[config.mk]
export PLATFORM = sky130hd
export DESIGN_NAME = inst_loader
export DESIGN_NICKNAME = d
export VERILOG_FILES = /design/src/rtl/mips_mem_pkg.sv /design/src/rtl/byte_packer.sv /design/src/rtl/inst_loader.sv
export SDC_FILE = /design/constraint.sdc
export NUM_CORES = 1
export LEC_CHECK = 0
export ABC_AREA = 1
export CAP_MARGIN = 40
export CORE_MARGIN = 8
export CORE_UTILIZATION = 57
export DETAILED_ROUTE_END_ITERATION = 10
export PLACE_DENSITY = 0.86
export SETUP_SLACK_MARGIN = 0.05
export SLEW_MARGIN = 20
export SYNTH_ARGS = -nofsm -noshare
export SYNTH_HDL_FRONTEND = slang
export SYNTH_SLANG_ARGS = --single-unit
[constraint.sdc]
create_clock -name clock_i -period 3.2 [get_ports clock_i]
set_input_delay 0.64 -clock clock_i [delete_from_list [all_inputs] [get_ports clock_i]]
set_output_delay 0.64 -clock clock_i [all_outputs]
set_load 0.02 [all_outputs]
[src/rtl/mips_mem_pkg.sv]
// Shared instruction-memory geometry and loader state encoding.
// Also imported by the instruction memory, so both agree on the depth.
package mips_mem_pkg;

    localparam int NB_DATA    = 32;
    localparam int NBYTE      = 8;
    localparam int N_ELEMENTS = 128;
    localparam int ADDRWIDTH  = $clog2(N_ELEMENTS);

    localparam logic [NB_DATA-1:0]   HALT_WORD  = 32'hFFFF_FFFF;
    localparam logic [ADDRWIDTH:0]   WORD_LIMIT = (ADDRWIDTH+1)'(N_ELEMENTS);

    typedef enum logic [2:0] {
        ST_IDLE  = 3'd0,
        ST_RECV  = 3'd1,
        ST_WRITE = 3'd2,
        ST_DONE  = 3'd3,
        ST_ERROR = 3'd4
    } load_state_e;

endpackage

[src/rtl/byte_packer.sv]
// Packs incoming bytes little-endian into a word; flags the 4th byte.
// word_o already contains the byte being accepted so the caller can latch it directly.
module byte_packer
    import mips_mem_pkg::*;
(
    input  logic               clock_i,
    input  logic               reset_i,
    input  logic               clear_i,
    input  logic               byte_valid_i,
    input  logic [NBYTE-1:0]   byte_i,
    output logic               word_valid_o,
    output logic [NB_DATA-1:0] word_o
);

    logic [1:0]         byte_idx_q, byte_idx_d;
    logic [NB_DATA-1:0] word_q,     word_d;

    // Lane update: the current byte lands at lane byte_idx, index wraps after lane 3.
    always_comb begin
        byte_idx_d   = byte_idx_q;
        word_d       = word_q;
        word_valid_o = 1'b0;
        if (clear_i) begin
            byte_idx_d = 2'd0;
            word_d     = {NB_DATA{1'b0}};
        end else if (byte_valid_i) begin
            word_d[{byte_idx_q, 3'b000} +: NBYTE] = byte_i;
            byte_idx_d   = byte_idx_q + 2'd1;
            word_valid_o = (byte_idx_q == 2'd3);
        end else begin
            byte_idx_d = byte_idx_q;
        end
        word_o = word_d;
    end

    // Lane index and partial-word register.
    always_ff @(posedge clock_i) begin
        if (reset_i) begin
            byte_idx_q <= 2'd0;
            word_q     <= {NB_DATA{1'b0}};
        end else begin
            byte_idx_q <= byte_idx_d;
            word_q     <= word_d;
        end
    end

endmodule

[src/rtl/inst_loader.sv]
// Program loader: packs UART bytes into words and writes them to instruction memory
// from address 0 until the HALT word is stored or the memory is full.
module inst_loader
    import mips_mem_pkg::*;
(
    input  logic                 clock_i,
    input  logic                 reset_i,
    input  logic                 start_i,
    input  logic [NBYTE-1:0]     rx_data_i,
    input  logic                 rx_valid_i,
    output logic                 mem_en_write_o,
    output logic [ADDRWIDTH-1:0] mem_addr_o,
    output logic [NB_DATA-1:0]   mem_data_o,
    output logic                 busy_o,
    output logic                 done_o,
    output logic                 overflow_o,
    output logic [ADDRWIDTH:0]   word_count_o
);

    load_state_e          state_q, state_d;
    logic [ADDRWIDTH:0]   word_count_q, word_count_d;
    logic [ADDRWIDTH-1:0] mem_addr_q, mem_addr_d;
    logic [NB_DATA-1:0]   mem_data_q, mem_data_d;
    logic                 mem_en_write_q, mem_en_write_d;
    logic                 busy_q, busy_d;
    logic                 done_q, done_d;
    logic                 overflow_q, overflow_d;

    logic                 start_load_s;
    logic                 accept_s;
    logic                 word_valid_s;
    logic [NB_DATA-1:0]   word_s;

    byte_packer u_byte_packer (
        .clock_i      (clock_i),
        .reset_i      (reset_i),
        .clear_i      (start_load_s),
        .byte_valid_i (accept_s),
        .byte_i       (rx_data_i),
        .word_valid_o (word_valid_s),
        .word_o       (word_s)
    );

    // Next-state logic; status outputs are decoded from the next state so they are registered.
    always_comb begin
        state_d      = state_q;
        word_count_d = word_count_q;
        mem_addr_d   = mem_addr_q;
        mem_data_d   = mem_data_q;
        start_load_s = 1'b0;
        accept_s     = 1'b0;

        case (state_q)
            ST_IDLE, ST_DONE, ST_ERROR: begin
                if (start_i) begin
                    start_load_s = 1'b1;
                    word_count_d = {(ADDRWIDTH+1){1'b0}};
                    state_d      = ST_RECV;
                end else begin
                    state_d = state_q;
                end
            end
            ST_RECV, ST_WRITE: begin
                accept_s = rx_valid_i;
                if (state_q == ST_WRITE) begin
                    state_d = (mem_data_q == HALT_WORD) ? ST_DONE : ST_RECV;
                end else begin
                    state_d = ST_RECV;
                end
                // A byte taken during WRITE is lane 0, so a word never completes in WRITE.
                if (word_valid_s) begin
                    if (word_count_q == WORD_LIMIT) begin
                        state_d = ST_ERROR;
                    end else begin
                        state_d      = ST_WRITE;
                        mem_addr_d   = word_count_q[ADDRWIDTH-1:0];
                        mem_data_d   = word_s;
                        word_count_d = word_count_q + {{ADDRWIDTH{1'b0}}, 1'b1};
                    end
                end else begin
                    word_count_d = word_count_q;
                end
            end
            default: begin
                state_d = ST_IDLE;
            end
        endcase

        mem_en_write_d = (state_d == ST_WRITE);
        busy_d         = (state_d == ST_RECV) || (state_d == ST_WRITE);
        done_d         = (state_d == ST_DONE);
        overflow_d     = (state_d == ST_ERROR);
    end

    // State, counter and output registers; reset discards any pending write.
    always_ff @(posedge clock_i) begin
        if (reset_i) begin
            state_q        <= ST_IDLE;
            word_count_q   <= {(ADDRWIDTH+1){1'b0}};
            mem_addr_q     <= {ADDRWIDTH{1'b0}};
            mem_data_q     <= {NB_DATA{1'b0}};
            mem_en_write_q <= 1'b0;
            busy_q         <= 1'b0;
            done_q         <= 1'b0;
            overflow_q     <= 1'b0;
        end else begin
            state_q        <= state_d;
            word_count_q   <= word_count_d;
            mem_addr_q     <= mem_addr_d;
            mem_data_q     <= mem_data_d;
            mem_en_write_q <= mem_en_write_d;
            busy_q         <= busy_d;
            done_q         <= done_d;
            overflow_q     <= overflow_d;
        end
    end

    assign mem_en_write_o = mem_en_write_q;
    assign mem_addr_o     = mem_addr_q;
    assign mem_data_o     = mem_data_q;
    assign busy_o         = busy_q;
    assign done_o         = done_q;
    assign overflow_o     = overflow_q;
    assign word_count_o   = word_count_q;

endmodule

==> parameters.txt <==
Parameter                              Value

Routing
  Detail Route Antenna Nets    0
  Drt via density    roughly 5.4
  Overall via count from detail_route    3508
  Final routed wire length divided by cell count    14.3 microns
  Number of DRC markers after the initial detailed-route iteration    218
  First-pass DRT Iterations    5
  Aggregate routed wire length    9200 microns
  Drc violations    0

STA
  Max transition margin    64.1%
  Final setup violation count    0
  Maximum clock frequency    0.442 GHz
  Setup repair after global routing missed its margin    no
  Worst-case setup margin in the final layout    938 ps
  Final critical path time including I/O delays and setup    between 2000 and 2500 ps
  Number of pins with negative max-slew slack in the final report    0
  Endpoints failing hold    0
  Largest clock skew in the final design    10.1 ps
  Transition time of the tightest slew-check pin    approximately 530 ps
  Final-layout setup total negative slack    0 ps
  Final worst path period share    70.7%

Setup path
  Endpoint kind of the worst setup timing path    register
  Critical path capture point    mem_data_o[23]
  Worst r2r src    u_byte_packer.byte_idx_q[0]
  Critical Path RT    3500 ps
  Capture instance of the worst register-to-register path    mem_data_o[23]
  Crit-path cells    inv_2 > ha_1 > clkinv_1 > nor2_1 > nand3_1 > nand2_1 > o21ai_0 > nand2_1 > nand2_1 > nor2_1
  Dominant cell type by count on the critical path    nand2_1
  Type of origin of the critical path    register
  Crit Path Class    reg2reg
  Maximum fanout along the worst path    12
  Flop2flop setup slack    between 900 and 1000 ps
  FF-to-FF path depth    10
  Worst Setup SP    u_byte_packer.byte_idx_q[0]
  Delay of the slowest cell on the worst path    roughly 460 ps
  Data arrival time of the critical path    2560 ps
  Slowest CP cell    nor2_1

Power
  Worst IR drop on VDD    0.300 mV
  Net switching fraction of the power    23.2%
  Sw power    between 0.4 and 0.5 mW
  Reg power frac    about 56%
  Areal power density over the cells    431 nW/um^2
  Internal Pwr Total    approximately 1.5 mW
  Lkg Pwr    1.70 nW
  Combinational share of power    about 5.9%
  Fraction of power consumed by the clock network    38.1%

Place
  Gp weighted congestion    0.901
  Port Buffer Count    between 60 and 70
  DP HPWL    6580 microns
  Worst setup slack after placement    656 ps

Floorplan
  Starting Density    59.0%
  X dimension of the die    97.1 microns
  Floorplan core area    6350 sq um
  Area enclosed by the die boundary    approximately 9400 sq um
  Y dimension of the die    a little under 100 microns
  Number of primary I/O pins    63
  Site Rows    29

Yosys
  Synth area leader    dfxtp_1
  Yosys warning total    0
  Number of instances in the synthesized netlist    512
  Seq cells post-synth    just under 90
  Most area-consuming cells after synthesis    dfxtp_1 (47%), nor2_1 (9.5%), nand2_1 (9.4%), o21ai_0 (7.8%), a21oi_1 (5.1%)
  Register area share after synthesis    47.0%
  Unique cell type count in the Yosys netlist    31
  Nets in the synthesized netlist    approximately 530
  Area of the mapped netlist    between 3000 and 4000 sq um
  Fraction of post-synthesis cell area in the top cell type by area    47.0%
  Synthesized area per cell    7.31 sq um

Clocking
  Clock tree from TritonCTS    done
  Number of buffers created by CTS    9
  Number of buffers inserted to repair setup after CTS    0
  CTS root buffer    clkbuf_8
  Deepest level of the CTS H-tree    3
  Clk pin slew, worst setup/hold paths    80 ps
  Maximum buffer depth of the clock tree    2
  Worst-skew pair later-pin latency    360 ps
  Number of clock sinks    88
  Number of hold buffers added after cts    0
  Post-cts gate resize count    0

Global route
  Antenna violations before repair    0
  Number of global-route vias before repair    3368
  Gr usage total    19.3%
  Largest net degree at the start of global routing    46
  Sum of overflow across all layers after global routing    0
  Global-route wire length before repair    around 15000 microns

Finish
  Proportion of layout cells with a drive suffix above 1    5.28%
  Most common library cell in the layout ignoring fill and taps    nor2_1
  Number of nets in the final layout    584
  Leading cell types in the layout, fill and taps excluded    nor2_1 (95), nand2_1 (94), dfxtp_1 (88)
  Synth-to-Final Area Change    22.1%
  Antenna diodes    0
  Filler Cells Inserted    529

Run status
  Run status    finished clean

Flow run
  Number of maximum-capacitance constraint violations    0

Worst hold path
  Class of the tightest hold or removal check    reg2reg
state kept, by name (all words and copies together), names as in the netlist:
name	flops
word_count_o	8
done_o	1
mem_en_write_o	1
busy_o	1
overflow_o	1
state_q	3
mem_data_o	32
u_byte_packer.word_q	32
u_byte_packer.byte_idx_q	2
mem_addr_o	7
metal layers:
metal  routed length (microns)  GRT usage, %  vias to the layer above
met2                      4330          32.9                      108
met1                      4160          22.4                     1613
met3                       520          3.98                       22
met4                       197          9.35                        0
met5                         0             0                        -
li1                          -             -                     1765
Yosys cell counts:
cell	n
xor2_1	1
nor3_1	9
buf_1	2
buf_6	2
clkinv_1	1
nand3b_1	1
nor3_2	1
clkbuf_1	8
nand3_4	1
nor3b_1	1
nor2_1	95
a21oi_2	3
nor2_2	1
inv_1	39
nand2_2	2
nand3_1	21
xnor2_1	1
o211ai_1	3
buf_2	8
nor2_4	2
nand2_1	94
a21oi_1	38
o21ai_0	58
a31oi_1	8
a31o_2	1
nand4_1	4
buf_4	5
o21ai_1	6
inv_2	1
dfxtp_1	88
ha_1	7
metrics by stage:
step | utilization (%) | power (mW) | hold WS, ps | area (sq um) | std cells
after floorplan | - | 1.20 | 458 | 3740 | 512
after global placement | 68.7 | 1.24 | 470 | 4360 | 630
after detailed placement | 69.1 | 1.24 | 481 | 4390 | 631
after CTS | 72.0 | 1.97 | 498 | 4570 | 645
after global routing | 72.0 | 2.03 | 523 | 4570 | 645
final | 72.0 | 1.97 | 491 | 4570 | 645
worst max-delay path, delay by kind of cell (launching register included):
family	cells	cell delay [ps]
fa+ha+maj	1	330
simple gates	6	920
buf+inv	2	370
compound gates	1	150
flops	1	440
worst min-delay path by stage:
stage	cells after the start	endpoint	start
detailed placement	2	mem_addr_o[3]	mem_addr_o[3]
finish	2	mem_addr_o[3]	mem_addr_o[3]
CTS	2	mem_addr_o[3]	mem_addr_o[3]
global route	2	mem_data_o[18]	mem_data_o[18]
global placement	2	mem_addr_o[5]	mem_addr_o[5]
floorplan	2	u_byte_packer.word_q[17]	u_byte_packer.word_q[17]
power groups by stage:
stage	clock network [mW]	registers, mW	logic (mW)
floorplan	0	1.13	0.0705
global placement	0	1.13	0.106
detailed placement	0	1.13	0.113
CTS	0.755	1.10	0.114
global route	0.800	1.10	0.128
finish	0.751	1.10	0.115
cell families (layout without fill, tap and decap cells):
family | after synthesis | after routing | share of synthesized area (%)
buffers and inverters | 66 | 122 | 7.78
xor gates and xnor gates | 2 | 2 | 0.468
AOI/OAI and AO/OA | 117 | 117 | 16.5
and+or+nand+nor | 232 | 232 | 25.9
DFF | 88 | 88 | 47.0
adders and majority gates | 7 | 7 | 2.34
area by class of cell:
type / count / area, sq um / share of cell area, %
flip-flops and latches: 88 / 1760 / 38.5
multi-input cells: 358 / 1700 / 37.1
repair buffers: 67 / 678 / 14.8
inverters: 41 / 154 / 3.37
clock buffers: 11 / 141 / 3.09
well taps: 77 / 96.3 / 2.11
clock inverters: 3 / 43.8 / 0.958
(Power assumes the default switching activity.)
